`src/rtl/mem_access_unit.sv`:
```
// ---------------------------------------------------------------------------
// mem_access_unit
//   MEM-stage data-memory access unit sitting directly in front of the
//   MEM/WB pipeline register. It turns the load/store controls of the
//   instruction in MEM into one req/ack transaction on the data-memory bus
//   and holds the pipeline in stall until that transaction has completed
//   or timed out. Little-endian byte lanes, 32-bit word datapath.
//
//   Ports
//     clk, rst        clock (rising edge) / synchronous active-high reset
//     memRdM, memWrM  load / store in MEM (store wins if both are set)
//     memSizeM        00 byte, 01 half, 10 word, 11 reserved
//     memUnsignedM    1 = zero-extend load data, 0 = sign-extend
//     aluOutM         effective byte address
//     writeDataM      right-aligned store data
//     readDataM       extended load data for MEM/WB (registered)
//     stallM          freeze upstream stages, bubble into MEM/WB
//     misalignM       misaligned or reserved-size access (combinational)
//     busErrM         one-cycle pulse when a transaction times out
//     dmem_*          data-memory bus: req/we/addr/be/wdata out,
//                     ack/rdata in (rdata valid with the ack pulse)
// ---------------------------------------------------------------------------
module mem_access_unit #(
    parameter int TIMEOUT_CYCLES = 16
) (
    input  logic        clk,
    input  logic        rst,
    input  logic        memRdM,
    input  logic        memWrM,
    input  logic [1:0]  memSizeM,
    input  logic        memUnsignedM,
    input  logic [31:0] aluOutM,
    input  logic [31:0] writeDataM,
    output logic [31:0] readDataM,
    output logic        stallM,
    output logic        misalignM,
    output logic        busErrM,
    output logic        dmem_req,
    output logic        dmem_we,
    output logic [31:0] dmem_addr,
    output logic [3:0]  dmem_be,
    output logic [31:0] dmem_wdata,
    input  logic        dmem_ack,
    input  logic [31:0] dmem_rdata
);

    localparam int CNT_W = $clog2(TIMEOUT_CYCLES);
    localparam logic [CNT_W-1:0] CNT_LAST = CNT_W'(TIMEOUT_CYCLES - 1);

    typedef enum logic [1:0] {
        IDLE = 2'd0,
        BUSY = 2'd1,
        DONE = 2'd2
    } state_t;

    state_t           state;
    logic [CNT_W-1:0] count;

    // Request attributes captured at issue; used to extract load data when
    // the ack arrives, since the MEM inputs are not trusted after IDLE.
    logic [1:0]       size_p1;
    logic [1:0]       off_p1;
    logic             uns_p1;

    logic             rd_or_wr;
    logic             access;

    // Pick the addressed lane(s) from a bus word and extend to 32 bits.
    function automatic logic [31:0] load_extend(
        input logic [31:0] rdata,
        input logic [1:0]  size,
        input logic [1:0]  off,
        input logic        uns
    );
        logic        [7:0]  b;
        logic        [15:0] h;
        logic signed [31:0] r;
        b = rdata[{off, 3'b000} +: 8];
        h = rdata[{off[1], 4'b0000} +: 16];
        case (size)
            2'b00:   r = uns ? $signed({24'd0, b}) : $signed({{24{b[7]}}, b});
            2'b01:   r = uns ? $signed({16'd0, h}) : $signed({{16{h[15]}}, h});
            2'b10:   r = $signed(rdata);
            default: r = '0;
        endcase
        return r;
    endfunction

    function automatic logic [3:0] lane_enables(
        input logic [1:0] size,
        input logic [1:0] off
    );
        case (size)
            2'b00:   return 4'b0001 << off;
            2'b01:   return 4'b0011 << {off[1], 1'b0};
            2'b10:   return 4'b1111;
            default: return 4'b0000;
        endcase
    endfunction

    // Replicate narrow store data across all lanes so the slave can simply
    // apply the byte enables.
    function automatic logic [31:0] lane_wdata(
        input logic [1:0]  size,
        input logic [31:0] wd
    );
        case (size)
            2'b00:   return {4{wd[7:0]}};
            2'b01:   return {2{wd[15:0]}};
            default: return wd;
        endcase
    endfunction

    assign rd_or_wr  = memRdM | memWrM;
    assign misalignM = rd_or_wr & ((memSizeM == 2'b11) |
                                   ((memSizeM == 2'b01) & aluOutM[0]) |
                                   ((memSizeM == 2'b10) & (aluOutM[1:0] != 2'b00)));
    assign access    = rd_or_wr & ~misalignM;

    // DONE never stalls: the pipeline advances on the edge that leaves DONE,
    // which is when MEM/WB captures readDataM.
    always_comb begin
        stallM = 1'b0;
        case (state)
            IDLE:    stallM = access;
            BUSY:    stallM = 1'b1;
            default: stallM = 1'b0;
        endcase
    end

    // ---- issue (IDLE) / bus wait (BUSY) / hand-off (DONE) ----
    always_ff @(posedge clk) begin
        if (rst) begin
            state      <= IDLE;
            count      <= '0;
            readDataM  <= '0;
            busErrM    <= 1'b0;
            dmem_req   <= 1'b0;
            dmem_we    <= 1'b0;
            dmem_addr  <= '0;
            dmem_be    <= '0;
            dmem_wdata <= '0;
            size_p1    <= '0;
            off_p1     <= '0;
            uns_p1     <= 1'b0;
        end else begin
            case (state)
                IDLE: begin
                    busErrM   <= 1'b0;
                    readDataM <= '0;
                    if (access) begin
                        dmem_req   <= 1'b1;
                        dmem_we    <= memWrM;
                        dmem_addr  <= {aluOutM[31:2], 2'b00};
                        dmem_be    <= lane_enables(memSizeM, aluOutM[1:0]);
                        dmem_wdata <= memWrM ? lane_wdata(memSizeM, writeDataM) : 32'd0;
                        size_p1    <= memSizeM;
                        off_p1     <= aluOutM[1:0];
                        uns_p1     <= memUnsignedM;
                        count      <= '0;
                        state      <= BUSY;
                    end
                end
                BUSY: begin
                    if (dmem_ack) begin
                        dmem_req  <= 1'b0;
                        readDataM <= dmem_we ? 32'd0
                                             : load_extend(dmem_rdata, size_p1, off_p1, uns_p1);
                        state     <= DONE;
                    end else if (count == CNT_LAST) begin
                        dmem_req  <= 1'b0;
                        readDataM <= '0;
                        busErrM   <= 1'b1;
                        state     <= DONE;
                    end else begin
                        count <= count + CNT_W'(1);
                    end
                end
                DONE: begin
                    // Result has been taken by MEM/WB on this edge.
                    busErrM   <= 1'b0;
                    readDataM <= '0;
                    state     <= IDLE;
                end
                default: state <= IDLE;
            endcase
        end
    end

endmodule
```
`config.mk`:
```
export PLATFORM = sky130hd
export DESIGN_NAME = mem_access_unit
export DESIGN_NICKNAME = d
export VERILOG_FILES = /design/src/rtl/mem_access_unit.sv
export SDC_FILE = /design/constraint.sdc
export NUM_CORES = 1
export LEC_CHECK = 0
export CAP_MARGIN = 20
export CELL_PAD_IN_SITES_DETAIL_PLACEMENT = 0
export CELL_PAD_IN_SITES_GLOBAL_PLACEMENT = 1
export CORE_MARGIN = 2
export CORE_UTILIZATION = 41
export CTS_CLUSTER_DIAMETER = 30
export DETAILED_ROUTE_END_ITERATION = 16
export DONT_BUFFER_PORTS = 1
export GPL_ROUTABILITY_DRIVEN = 0
export PLACE_DENSITY = 0.77
export SYNTH_ARGS = -nofsm -noshare
export SYNTH_HDL_FRONTEND = slang
export SYNTH_SLANG_ARGS = --single-unit
```
`constraint.sdc`:
```
create_clock -name clk -period 1.55 [get_ports clk]
set_input_delay 0.155 -clock clk [delete_from_list [all_inputs] [get_ports clk]]
set_output_delay 0.155 -clock clk [all_outputs]
set_load 0.02 [all_outputs]
```
==> results of run 1 <==
-- critical path: stages, from the launching register on --
cell and delay [ps]:
sky130_fd_sc_hd__dfxtp_2 340, sky130_fd_sc_hd__mux4_2 470, sky130_fd_sc_hd__and3b_2 310, sky130_fd_sc_hd__a221oi_2 220, sky130_fd_sc_hd__o2bb2ai_1 80
-- sequential cells by signal, indices dropped and copies added, names as in the netlist --
name        flops
dmem_wdata     32
readDataM      32
dmem_addr      30
count           4
dmem_be         4
off_p1          2
size_p1         2
state           2
busErrM         1
dmem_req        1
dmem_we         1
uns_p1          1
-- worst paths after layout --
| kind | start | to | slack, ps | depth (start not counted) |
|---|---|---|---|---|
| max | off_p1[1]$_SDFFE_PP0P_ | readDataM[9]$_SDFFE_PP0P_ | 10 | 4 |
| min | rst | readDataM[27]$_SDFFE_PP0P_ | -130 | 1 |
| max reg2reg | off_p1[1]$_SDFFE_PP0P_ | readDataM[9]$_SDFFE_PP0P_ | 10 | 4 |
| min reg2reg | uns_p1$_SDFFE_PP0P_ | uns_p1$_SDFFE_PP0P_ | 460 | 2 |
-- placed cells by master, fill, tap and decap left out, drive strengths merged, types with 2 or more instances in the layout --
cell,netlist,layout
conb,1,2
nand2,85,85
dlygate4sd3,0,42
o2bb2ai,32,32
clkinvlp,0,3
nand2b,4,4
a221oi,8,8
nor3,3,3
inv,2,5
o211ai,4,4
dfxtp,112,112
or2,3,3
a21oi,58,58
nor4b,2,2
o21ai,8,8
nand3,2,2
clkbuf,18,10
a222oi,7,7
nor3b,2,2
a21o,2,2
a22oi,17,17
mux2i,26,26
mux2,8,8
nor2b,6,6
a211oi,17,17
a22o,16,16
xnor2,3,3
buf,28,30
nor2,19,19
-- metal layers --
| metal | GRT usage, % | routed length (um) | part of all wire, % |
|---|---|---|---|
| met5 | 0 | 0 | 0 |
| met4 | 7.724 | 221 | 1.6 |
| met2 | 36.83 | 7108 | 50 |
| met3 | 7.775 | 1365 | 9.7 |
| met1 | 24.87 | 5400 | 38 |
-- stage by stage --
step | instance area [um2] | power, mW
floorplan | 4806 | 3.958
global placement | 5102 | 4.141
detailed placement | 5102 | 4.171
CTS | 5889 | 6.691
global route | 6007 | 6.933
finish | 6007 | 6.659
-- logic make-up (layout without fill, tap and decap cells) --
kind of cell	after synthesis	count (layout)	share of synthesized area, %
compound gates	176	176	27.62
simple gates	131	131	12.09
flops	112	112	46.78
buf+inv	48	91	4.855
mux	35	35	7.779
fa+ha+maj	1	1	0.2610
other cells	1	2	0.07823
xor+xnor	3	3	0.5483
-- timing repair --
action / in CTS / in global routing
pin swaps: 8 / 19
gates resized for setup: 13 / 23
cloned: 0 / 1
hold endpoints to repair: 96 / 59
endpoints found under the setup margin: 28 / 33
-- final cells by class --
type | instances | area share, %
multi-input cells | 348 | 40.99
inverters | 2 | 0.1250
clock inverters | 7 | 1.312
well taps | 143 | 2.979
repair buffers | 73 | 13.37
flip-flops and latches | 112 | 37.47
clock buffers | 9 | 3.749
-- power by group --
group,internal (mW),total [mW],switching [mW]
Combinational,0.475,0.976,0.501
Clock,1.27,2.39,1.12
Sequential,3.02,3.29,0.273
Total,4.77,6.66,1.89
==> impl_metrics.sql, run 1 <==
INSERT INTO impl_metrics (metric_group, metric, value, unit) VALUES
('clock_network', 'cts_tree', 'yes', ''),
('critical_path', 'kind_of_start_point_of_the_critical_path', 'flop', ''),
('clock_network', 'clk_transition_reported_paths', '70', 'ps'),
('detailed_routing', 'drt_pass1_iterations', '7', ''),
('final_layout', 'layout.area.seq', '2251', 'um2'),
('global_routing', 'overflow_left_after_global_routing', '0', ''),
('detailed_routing', 'route.detailed.wl_per_inst', '20.31', 'um'),
('power', 'power.static_leakage', '2.126', 'nW'),
('final_layout', 'antenna-diode-count', '0', ''),
('timing', 'max_slew.worst_pin.slew', '514.5', 'ps'),
('final_layout', 'multi_input_comb_area', '2462', 'um2'),
('final_layout', 'filler_cell_count', '1037', ''),
('run', 'maxCapViolations', '0', ''),
('outcome', 'failed_checks', 'negative hold slack', ''),
('yosys', 'synthDominantAreaCellType', 'sky130_fd_sc_hd__dfxtp_1', ''),
('place', 'dpl_worst_slack', '-69.16', 'ps'),
('final_layout', 'post_route_cells_drive_above_1_share', '19.42', '%'),
('timing', 'final_worst_path_period_share', '99.34', '%'),
('final_layout', 'areaGrowthSynthToFinish', '25.32', '%'),
('global_routing', 'antenna_found_initial', '0', ''),
('clock_network', 'cts-root-to-sink-buffers', '2', ''),
('detailed_routing', 'first_iter_violations', '374', ''),
('clock_network', 'cts_root_buffer', 'sky130_fd_sc_hd__clkbuf_16', ''),
('yosys', 'post-synth-top-count-cell', 'sky130_fd_sc_hd__dfxtp_1', ''),
('critical_path', 'timing.critical_path.fanout_max', '8', ''),
('yosys', 'synth_cells', '507', ''),
('detailed_routing', 'antenna_left', '0', ''),
('global_routing', 'grt_use_total', '21.53', '%'),
('clock_network', 'cts_num_sinks', '112', ''),
('hold_path', 'hold_path_class', 'in2reg', ''),
('timing', 'worst_slack', '10.25', 'ps'),
('yosys', 'post_synth_main_area_contributors', 'sky130_fd_sc_hd__dfxtp_1 47%, sky130_fd_sc_hd__nand2_1 6.7%, sky130_fd_sc_hd__a21oi_1 6.1%, sky130_fd_sc_hd__o2bb2ai_1 5.7%, sky130_fd_sc_hd__mux2i_1 5.4%', ''),
('floorplan', 'i_o_pin_total', '209', ''),
('final_layout', 'finalNonFillerCells', '694', ''),
('timing', 'slew_headroom', '65.55', '%'),
('floorplan', 'placement_rows', '39', ''),
('floorplan', 'design.die.area', '12570', 'um2'),
('yosys', 'async_reset_ff_share', '0', '%'),
('floorplan', 'starting_density_of_the_core', '41.98', '%'),
('floorplan', 'core_area', '11420', 'um2'),
('timing', 'final.hold.worst_slack', '-133.3', 'ps'),
('yosys', 'post_synth_instance_area', '4793', 'um2'),
('detailed_routing', 'totalWireLength', '14.10', 'mm'),
('floorplan', 'die_wd', '112.1', 'um'),
('detailed_routing', 'routed-via-count', '4138', ''),
('yosys', 'ys_ff_latch', '112', ''),
('critical_path', 'arrival', '1780', 'ps'),
('global_routing', 'grt_max_degree', '65', ''),
('timing', 'clock-skew-final', '7.828', 'ps'),
('place', 'dp.final_hpwl', '9.322', 'mm'),
('floorplan', 'vertical_die_dimension', '112.1', 'um'),
('timing', 'grt_setup_unrepaired', 'yes', ''),
('yosys', 'synth_enable_flop_cells', '0', ''),
('place', 'numPortBuffers', '0', ''),
('outcome', 'status', 'finished with violations', ''),
('timing', 'fmaxAchievable', '0.6495', 'GHz'),
('critical_path', 'critPathKind', 'reg2reg', ''),
('clock_network', 'numCtsBuffers', '9', ''),
('clock_network', 'worst_skew_pair.late_latency', '360', 'ps'),
('timing', 'final_count_of_hold_timing_violations', '59', ''),
('clock_network', 'cts.hold.buffers_added', '42', ''),
('final_layout', 'final_core_utilization', '52.61', '%'),
('timing', 'drv_slew', '0', ''),
('yosys', 'post_synth_num_cell_types', '51', ''),
('yosys', 'synth-main-ff-cell', 'sky130_fd_sc_hd__dfxtp_1', ''),
('critical_path', 'cp.required', '1790', 'ps'),
('clock_network', 'ctsHtreeMaxLevel', '3', ''),
('global_routing', 'grt_pass1_vias', '3999', ''),
('global_routing', 'grt_pass1_wl', '21.56', 'mm'),
('yosys', 'postSynthAreaPerCell', '9.454', 'um2'),
('final_layout', 'finish.net_count', '651', '');
Note: power is estimated with default switching activity, not from simulation.
==> run 2: changes to the inputs <==
--- a/config.mk
+++ b/config.mk
@@ -8,6 +8,7 @@
 export CAP_MARGIN = 20
 export CELL_PAD_IN_SITES_DETAIL_PLACEMENT = 0
 export CELL_PAD_IN_SITES_GLOBAL_PLACEMENT = 1
+export CORE_ASPECT_RATIO = 1.2
 export CORE_MARGIN = 2
 export CORE_UTILIZATION = 41
 export CTS_CLUSTER_DIAMETER = 30
==> run 2 against run 1 <==
Net effect: the run ends with negative hold slack, negative setup slack left; critical path depth stayed put; wire length is 1.9% lower; critical path type unchanged; first-iteration DRC count shrank 53%; clock power fell by 6%; clock-buffer cell count grew 2; worst setup slack got worse by 19 ps; flip-flop and latch count unchanged; via count decreased by 3.5%; sequential share of layout area up 0.50 points; maximum frequency down 1.2%.
==> impl_metrics.sql, run 2 (synthesis results as in run 1) <==
INSERT INTO impl_metrics (metric_group, metric, value, unit) VALUES
('outcome', 'status', 'finished with violations', ''),
('outcome', 'failed_checks', 'negative hold slack, negative setup slack', ''),
('critical_path', 'path_cells', 'mux4_2 > and3b_2 > a221oi_2 > o2bb2ai_1', ''),
('timing', 'final_count_of_hold_timing_violations', '61', ''),
('critical_path', 'critical_path.startpoint', 'off_p1[1]$_SDFFE_PP0P_', ''),
('timing', 'final_worst_path_period_share', '100.5', '%'),
('timing', 'worst_slack', '-8.446', 'ps'),
('global_routing', 'antenna_found_initial', '0', ''),
('timing', 'final.hold.worst_slack', '-134.9', 'ps'),
('detailed_routing', 'totalWireLength', '13.82', 'mm'),
('critical_path', 'arrival', '1790', 'ps'),
('detailed_routing', 'first_iter_violations', '176', ''),
('critical_path', 'cp.required', '1780', 'ps'),
('clock_network', 'numCtsBuffers', '9', ''),
('final_layout', 'top_regs', 'dmem_wdata x32, readDataM x32, dmem_addr x30', ''),
('power', 'total_power_consumption_of_the_routed_design', '6.524', 'mW'),
('power', 'power.static_leakage', '2.123', 'nW'),
('timing', 'drv_slew', '0', ''),
('final_layout', 'areaGrowthSynthToFinish', '23.75', '%'),
('global_routing', 'grt_pass1_wl', '20.11', 'mm'),
('power', 'internal_power', '4.699', 'mW'),
('critical_path', 'crit_buf_inv', '0', ''),
('timing', 'final-setup-viol-count', '3', ''),
('critical_path', 'timing.critical_path.fanout_max', '8', ''),
('final_layout', 'post_route_cells_drive_above_1_share', '20.18', '%'),
('hold_path', 'hold_path_class', 'in2reg', ''),
('power', 'pwr_density_cell', '1100', 'nW/um2'),
('global_routing', 'grt_use_total', '20.67', '%'),
('floorplan', 'die_wd', '102.7', 'um'),
('floorplan', 'design.die.area', '12580', 'um2'),
('clock_network', 'cts_num_sinks', '112', ''),
('timing', 'fmaxAchievable', '0.6417', 'GHz'),
('critical_path', 'critical_path.slowest_cell', 'sky130_fd_sc_hd__mux4_2', ''),
('critical_path', 'critPathKind', 'reg2reg', ''),
('critical_path', 'kind_of_start_point_of_the_critical_path', 'flop', ''),
('power', 'swShare', '27.98', '%'),
('critical_path', 'critical-path-max-stage-delay', '490', 'ps'),
('timing', 'slew_headroom', '61.60', '%'),
('place', 'numPortBuffers', '0', ''),
('global_routing', 'grt_max_degree', '65', ''),
('power', 'power.share.combinational', '15.1', '%'),
('detailed_routing', 'route.detailed.wl_per_inst', '19.69', 'um'),
('timing', 'final_period_minus_worst_setup_slack', '1558', 'ps'),
('detailed_routing', 'routed-via-count', '3994', ''),
('clock_network', 'cts_root_buffer', 'sky130_fd_sc_hd__clkbuf_16', ''),
('hold_path', 'worstHoldStart', 'rst', ''),
('floorplan', 'placement_rows', '43', ''),
('global_routing', 'grt_pass1_vias', '3925', ''),
('power', 'netSwitchingPower', '1.826', 'mW'),
('detailed_routing', 'drt_pass1_iterations', '7', ''),
('detailed_routing', 'avgViaCountPerCell', '5.689', ''),
('power', 'share_seq_of_total_power', '50.4', '%'),
('final_layout', 'antenna-diode-count', '0', ''),
('clock_network', 'ctsHtreeMaxLevel', '3', ''),
('timing', 'clock-skew-final', '8.963', 'ps'),
('clock_network', 'cts_tree', 'yes', ''),
('timing', 'grt_setup_unrepaired', 'yes', ''),
('place', 'post_place_instance_area', '5077', 'um2'),
('final_layout', 'final_core_utilization', '51.76', '%'),
('final_layout', 'layout.cell_area.non_filler', '5932', 'um2'),
('final_layout', 'filler_cell_count', '1061', ''),
('detailed_routing', 'route.detailed.drc', '0', ''),
('critical_path', 'worst_path_dominant_cell_family', 'multiplexers', ''),
('floorplan', 'core_area', '11460', 'um2'),
('final_layout', 'commonest_cells_after_routing_fill_and_taps_aside', '106 x sky130_fd_sc_hd__dfxtp_1, 85 x sky130_fd_sc_hd__nand2_1, 58 x sky130_fd_sc_hd__a21oi_1', ''),
('floorplan', 'vertical_die_dimension', '122.4', 'um'),
('detailed_routing', 'antenna_left', '0', ''),
('floorplan', 'starting_density_of_the_core', '41.83', '%'),
('floorplan', 'i_o_pin_total', '209', ''),
('critical_path', 'critical_path.reg2reg.startpoint', 'off_p1[1]$_SDFFE_PP0P_', ''),
('global_routing', 'overflow_left_after_global_routing', '0', ''),
('clock_network', 'worst_skew_pair.late_latency', '340', 'ps'),
('clock_network', 'clk_transition_reported_paths', '80', 'ps'),
('final_layout', 'layout.cells.most_common', 'sky130_fd_sc_hd__dfxtp_1', ''),
('power', 'ir_drop', '0.5110', 'mV'),
('final_layout', 'finish.net_count', '645', ''),
('run', 'maxCapViolations', '0', ''),
('clock_network', 'cts-root-to-sink-buffers', '2', ''),
('power', 'pwr-share-clk', '34.5', '%'),
('critical_path', 'end_kind', 'flop', ''),
('place', 'dp.final_hpwl', '9.361', 'mm'),
('timing', 'max_slew.worst_pin.slew', '573.5', 'ps');
-- run 2: layout make-up --
class | count | area [um2] | share of cell area [%]
inverter | 2 | 7.507 | 0.1266
clock buffer | 11 | 252.7 | 4.261
clock inverter | 5 | 40.04 | 0.6750
sequential | 112 | 2252 | 37.97
timing repair buffer | 67 | 723.2 | 12.19
multi-input combinational | 348 | 2460 | 41.47
tap | 157 | 196.4 | 3.312
-- run 2: worst paths after layout --
path	endpoint	slack, ps	cells past startpoint
worst min-delay path	readDataM[19]$_SDFFE_PP0P_	-130	1
worst min register to register	uns_p1$_SDFFE_PP0P_	470	2
worst max-delay path	readDataM[15]$_SDFFE_PP0P_	-8	4
worst max register to register	readDataM[15]$_SDFFE_PP0P_	-8	4
-- run 2: power by group through the flow --
stage               registers (mW)  clock network (mW)  logic (mW)
global placement              3.35                   0       0.778
CTS                           3.29                2.33       0.925
detailed placement            3.36                   0       0.801
global route                  3.31                2.45        1.07
finish                        3.29                2.25       0.982
floorplan                     3.32                   0       0.634
-- run 2: metrics by stage --
stage                     setup TNS, ps  worst slack (ps)  std cells
after global placement           -422.2            -72.86        650
final                            -21.63            -8.446        702
after floorplan                       0             10.99        508
after CTS                        -129.7            -48.05        691
after global routing             -522.4            -92.22        702
after detailed placement          -1519            -159.0        650
-- run 2: metal layers --
layer / part of all wire, % / GRT usage (%) / vias up
li1: - / - / 1919
met1: 37 / 22.17 / 1872
met2: 50 / 35.95 / 184
met3: 10 / 8.599 / 19
met4: 2.1 / 7.667 / 0
met5: 0 / 0 / -
-- run 2: repair_timing --
| item | 4_1_cts | 5_1_grt |
|---|---|---|
| setup buffers | 4 | 4 |
| endpoints found under the setup margin | 31 | 35 |
| hold buffers | 20 | 5 |
| gates resized for setup | 10 | 34 |
| gates cloned | 1 | 4 |
| hold endpoints to repair | 78 | 64 |
| pin swaps | 3 | 27 |
-- run 2: worst reg2reg max path: cells and delay by family, from the launching register on --
kind               cells  cell delay, ps
AOI/OAI and AO/OA      2             280
DFF                    1             350
muxes                  1             490
and+or+nand+nor        1             320
